===== config.mk =====
export PLATFORM = sky130hd
export DESIGN_NAME = prog_loader
export DESIGN_NICKNAME = d
export VERILOG_FILES = /design/src/rtl/prog_loader_pkg.sv /design/src/rtl/prog_loader_byte_packer.sv /design/src/rtl/prog_loader.sv
export SDC_FILE = /design/constraint.sdc
export NUM_CORES = 1
export LEC_CHECK = 0
export ABC_AREA = 1
export CAP_MARGIN = 5
export CORE_MARGIN = 4
export CORE_UTILIZATION = 40
export DETAILED_ROUTE_END_ITERATION = 8
export GPL_TIMING_DRIVEN = 1
export PLACE_DENSITY = 0.67
export SLEW_MARGIN = 20
export SYNTH_ARGS = -nofsm -noshare
export SYNTH_HDL_FRONTEND = slang
export SYNTH_SLANG_ARGS = --single-unit

===== constraint.sdc =====
create_clock -name clk -period 3.4 [get_ports clk]
set_clock_uncertainty 0.2 [all_clocks]
set_input_delay 0.68 -clock clk [delete_from_list [all_inputs] [get_ports clk]]
set_output_delay 0.68 -clock clk [all_outputs]
set_load 0.005 [all_outputs]

===== src/rtl/prog_loader_pkg.sv =====
// Shared constants for the boot-time program loader: FSM encoding and word geometry.
package prog_loader_pkg;

  localparam int unsigned BYTES_PER_WORD = 4;
  localparam int unsigned ByteCntW       = $clog2(BYTES_PER_WORD);

  localparam logic [1:0] StIdle  = 2'd0;
  localparam logic [1:0] StRecv  = 2'd1;
  localparam logic [1:0] StWrite = 2'd2;
  localparam logic [1:0] StDone  = 2'd3;

endpackage


===== src/rtl/prog_loader_byte_packer.sv =====
// Assembles big-endian bytes into 32-bit words; word_ready_o flags the byte that completes a word.
module prog_loader_byte_packer
  import prog_loader_pkg::*;
(
  input  logic        clk,
  input  logic        rst,
  input  logic        clear_i,
  input  logic        shift_i,
  input  logic [7:0]  byte_i,
  output logic [31:0] word_o,
  output logic        word_ready_o
);

  logic [ByteCntW-1:0] cnt_q, cnt_d;
  logic [31:0]         word_q, word_d;

  always_comb begin
    cnt_d  = cnt_q;
    word_d = word_q;
    if (clear_i) begin
      cnt_d = '0;
    end else if (shift_i) begin
      cnt_d  = cnt_q + ByteCntW'(1);
      word_d = {word_q[23:0], byte_i};
    end
  end

  always_ff @(posedge clk or posedge rst) begin
    if (rst) begin
      cnt_q  <= '0;
      word_q <= '0;
    end else begin
      cnt_q  <= cnt_d;
      word_q <= word_d;
    end
  end

  assign word_o       = word_q;
  assign word_ready_o = shift_i && !clear_i && (cnt_q == ByteCntW'(BYTES_PER_WORD - 1));

endmodule


===== src/rtl/prog_loader.sv =====
// Streams a byte-serial program image into instruction memory while holding the CPU in reset.
module prog_loader
  import prog_loader_pkg::*;
#(
  parameter int unsigned ADDR_W = 8,
  parameter int unsigned LEN_W  = 9
) (
  input  logic              clk,
  input  logic              rst,
  input  logic              start_i,
  input  logic [LEN_W-1:0]  len_i,
  input  logic              abort_i,
  input  logic              in_valid_i,
  input  logic [7:0]        in_data_i,
  output logic              in_ready_o,
  output logic              mem_we_o,
  output logic [ADDR_W-1:0] mem_a_o,
  output logic [31:0]       mem_d_o,
  output logic              cpu_hold_o,
  output logic              busy_o,
  output logic              done_o,
  output logic [31:0]       checksum_o
);

  logic [1:0]        state_q, state_d;
  logic [LEN_W-1:0]  len_q, len_d;
  logic [ADDR_W-1:0] addr_q, addr_d;
  logic [31:0]       checksum_q, checksum_d;
  logic              hold_q, hold_d;

  logic              pk_clear;
  logic              pk_shift;
  logic [31:0]       pk_word;
  logic              pk_word_ready;
  logic [LEN_W-1:0]  words_written;

  assign pk_shift      = in_valid_i && in_ready_o;
  assign words_written = LEN_W'(addr_q) + LEN_W'(1);

  prog_loader_byte_packer u_byte_packer (
    .clk          (clk),
    .rst          (rst),
    .clear_i      (pk_clear),
    .shift_i      (pk_shift),
    .byte_i       (in_data_i),
    .word_o       (pk_word),
    .word_ready_o (pk_word_ready)
  );

  always_comb begin
    state_d    = state_q;
    len_d      = len_q;
    addr_d     = addr_q;
    checksum_d = checksum_q;
    hold_d     = hold_q;
    pk_clear   = 1'b0;
    case (state_q)
      StIdle: begin
        if (start_i && (len_i != '0)) begin
          state_d    = StRecv;
          len_d      = len_i;
          addr_d     = '0;
          checksum_d = '0;
          hold_d     = 1'b1;
          pk_clear   = 1'b1;
        end
      end
      StRecv: begin
        if (abort_i) begin
          state_d = StIdle;
          hold_d  = 1'b0;
        end else if (pk_word_ready) begin
          state_d = StWrite;
        end
      end
      StWrite: begin
        // Abort wins over the pending write: no strobe, no checksum update.
        if (abort_i) begin
          state_d = StIdle;
          hold_d  = 1'b0;
        end else begin
          checksum_d = checksum_q + pk_word;
          if (words_written == len_q) begin
            state_d = StDone;
          end else begin
            addr_d  = addr_q + ADDR_W'(1);
            state_d = StRecv;
          end
        end
      end
      StDone: begin
        state_d = StIdle;
        hold_d  = 1'b0;
      end
      default: begin
        state_d = StIdle;
        hold_d  = 1'b0;
      end
    endcase
  end

  always_ff @(posedge clk or posedge rst) begin
    if (rst) begin
      state_q    <= StIdle;
      len_q      <= '0;
      addr_q     <= '0;
      checksum_q <= '0;
      hold_q     <= 1'b0;
    end else begin
      state_q    <= state_d;
      len_q      <= len_d;
      addr_q     <= addr_d;
      checksum_q <= checksum_d;
      hold_q     <= hold_d;
    end
  end

  assign in_ready_o = (state_q == StRecv);
  assign mem_we_o   = (state_q == StWrite) && !abort_i;
  assign mem_a_o    = addr_q;
  assign mem_d_o    = (state_q == StWrite) ? pk_word : 32'h0;
  assign cpu_hold_o = hold_q;
  assign busy_o     = (state_q != StIdle);
  assign done_o     = (state_q == StDone);
  assign checksum_o = checksum_q;

endmodule


==> results_dict.tcl <==
set metrics [dict create \
    status "complete, no violations" \
    layout_worst_path_cycle_share 0.9009 \
    wl_per_cell_um 14.69 \
    synthToLayoutAreaGrowth_pct 25.41 \
    topRoutingLayerUsed "met4" \
    cts_hold_buffers 0 \
    dpl.hpwl_um 13470 \
    cts_resized 0 \
    synthAdderAreaFrac 0.08080 \
    fillCellCount 1467 \
    root_buffer "clkbuf_16" \
    clkTransAtPathRegs_ns 0.06 \
    fin_setup_tns_ns 0 \
    layout_commonest_cell "nand2_1" \
    worst_slack_ns 0.3370 \
    drtPass1Iterations 5 \
    drt-vias-per-instance 4.991 \
    r2r_cells 8 \
    drc 0 \
    critPathCaptureType "primary output" \
    ioPinCount 99 \
    routed_wl_um 17280 \
    met2_length_um 7376 \
    post-route-min-period_ns 3.063 \
    numCtsBuffers 9 \
    synthArstFlopShare 1.000 \
    finalPower_mw 6.325 \
    overflow 0 \
    dr_wl_met3_um 1009 \
    finalHoldViolations 0 \
    yosys_warnings 0 \
    crit_arrival_ns 2.18 \
    grt_max_degree 50 \
    leakage_nw 4.052 \
    synth_mux_area_frac 0.003768 \
    max_freq_ghz 0.3265 \
    hp-class "reg -> reg" \
    port_buffers 98 \
    slew_headroom 0.4498 \
    drive_gt1_frac 0.03931 \
    fin_hold_ws_ns 0.2891 \
    cts_sinks 86 \
    place_area_um2 7181 \
    clkLatencyLatePin_ns 0.35 \
    synth-edff-count 0 \
    r2r_slack_ns 0.71 \
    worstHoldPathCells 2 \
    ir_worst_vdd_mv 0.3507 \
    synth-simple-area-share 0.3343 \
    required_ns 2.52 \
    grt_pass1_vias 5665 \
    stdcell_area_um2 7496 \
    die_h_um 130.2 \
    rows 44 \
    synthesis.area_um2 5977 \
    worstSetupStartpointType "register" \
    drtAntennaViolNets 0 \
    ys_seq_area_frac 0.3601 \
    worstMarginPinSlew_ns 0.8243 \
    syn_nets 949 \
    n_antenna_cell 0 \
    gp_congestion 0.9100 \
    track_usage 0.2113 \
    ys_seq_elements 86 \
    drv_slew 0 \
    seqCellArea_um2 2152 \
    initial_utilization 0.4097 \
    power_density_nw_per_um2 843.9 \
    yosys.cell_types.count 34 \
    synth-compound-area-share 0.1145 \
    ys.flop_type "dfrtp_1" \
    fp.coreArea_um2 14590 \
    yosys.area_share.xor_xnor 0.01026 \
    final_cells 1176 \
    multi_input_area_um2 3252 \
    worstPathMaxFanout 7 \
    h-tree-depth 3 \
    cap_violations 0 \
    postCtsSetupRepairBufs 0 \
    dp_slack_ns 0.5323 \
    die_width_um 130.2 \
    synth_top_family_by_area "simple AND/OR/NAND/NOR gates" \
    avgSynthCellArea_um2 6.723 \
    dieArea_um2 16960 \
    fin_util 0.5138 \
    antenna_found_initial 0 \
    grt_first_pass_wirelength_um 28190 \
    nNetsFinal 1047 \
    cts_tree "done" \
    via_count 5870 \
    cts_max_path_buffers 2 \
    netlist_instances 889 \
    setup_viol 0 \
    placedCellCount 1160 \
    drt-initial-drc-count 410 \
    critPathKind "reg -> out" \
    rsz0062_at_grt "false" \
    most-common-layout-cells "nand2_1, inv_1, clkdlybuf4s50_1" \
    met1_length_um 8571 \
]
## cells by family (layout without fill, tap and decap cells)
group,count (synthesis),after routing
xor gates and xnor gates,7,7
buffers and inverters,150,253
adders and majority gates,38,38
muxes,2,2
AOI/OAI and AO/OA,132,132
and+or+nand+nor,474,474
DFF,86,86
## worst max-delay path: stages, from the launching register on
cell and delay (ns):
dfrtp_1 0.41, inv_1 0.09, ha_1 0.32, inv_1 0.19
nor2_1 0.27, clkdlybuf4s50_1 0.56
## metal layers
metal / global-route usage / vias up
met3: 0.02783 / 22
li1: - / 3017
met1: 0.3069 / 2662
met5: 0 / -
met4: 0.07396 / 0
met2: 0.3235 / 169
## sequential cells by signal, indices dropped and copies added (netlist names)
name,flops
cpu_hold_o,1
mem_a_o,8
u_byte_packer.word_o,32
u_byte_packer.cnt_q,2
state_q,2
checksum_o,32
len_q,9
## synthesized netlist by cell type, drive strengths merged, types with 6 or more instances
cell / n / area (um^2)
nand2: 318 / 1214
inv: 130 / 488.0
dfrtp: 86 / 2152
nor2: 68 / 275.3
o21ai: 62 / 314.1
a21oi: 61 / 305.3
nand3: 59 / 295.3
ha: 37 / 462.9
clkbuf: 13 / 48.80
nand4: 10 / 77.57
nand3b: 9 / 67.56
buf: 6 / 35.03
## power by group
part / total, mW / internal, mW / switching (mW) / leakage, nW
clock: 1.06 / 0.647 / 0.418 / 0.154
combinational: 3.37 / 1.35 / 2.02 / 2.80
sequential: 1.89 / 1.42 / 0.462 / 1.10
total: 6.33 / 3.43 / 2.90 / 4.05
## area by class of cell
| class | instances | share of cell area |
|---|---|---|
| clock inverters | 5 | 0.01102 |
| flip-flops and latches | 86 | 0.2871 |
| clock buffers | 11 | 0.03105 |
| well taps | 184 | 0.03071 |
| inverters | 131 | 0.06577 |
| repair buffers | 106 | 0.1405 |
| multi-input cells | 653 | 0.4338 |
## worst paths after layout
kind | start | endpoint
worst min register to register | u_byte_packer.cnt_q[1]$_DFFE_PP0P_ | u_byte_packer.cnt_q[1]$_DFFE_PP0P_
worst max-delay path | state_q[0]$_DFFE_PP0P_ | mem_we_o
worst min-delay path | u_byte_packer.cnt_q[1]$_DFFE_PP0P_ | u_byte_packer.cnt_q[1]$_DFFE_PP0P_
max in group asynchronous | rst | checksum_o[27]$_DFFE_PP0P_
min in group asynchronous | rst | mem_a_o[2]$_DFFE_PP0P_
worst max register to register | state_q[0]$_DFFE_PP0P_ | checksum_o[7]$_DFFE_PP0P_
Power figures use the tool's default switching activity.
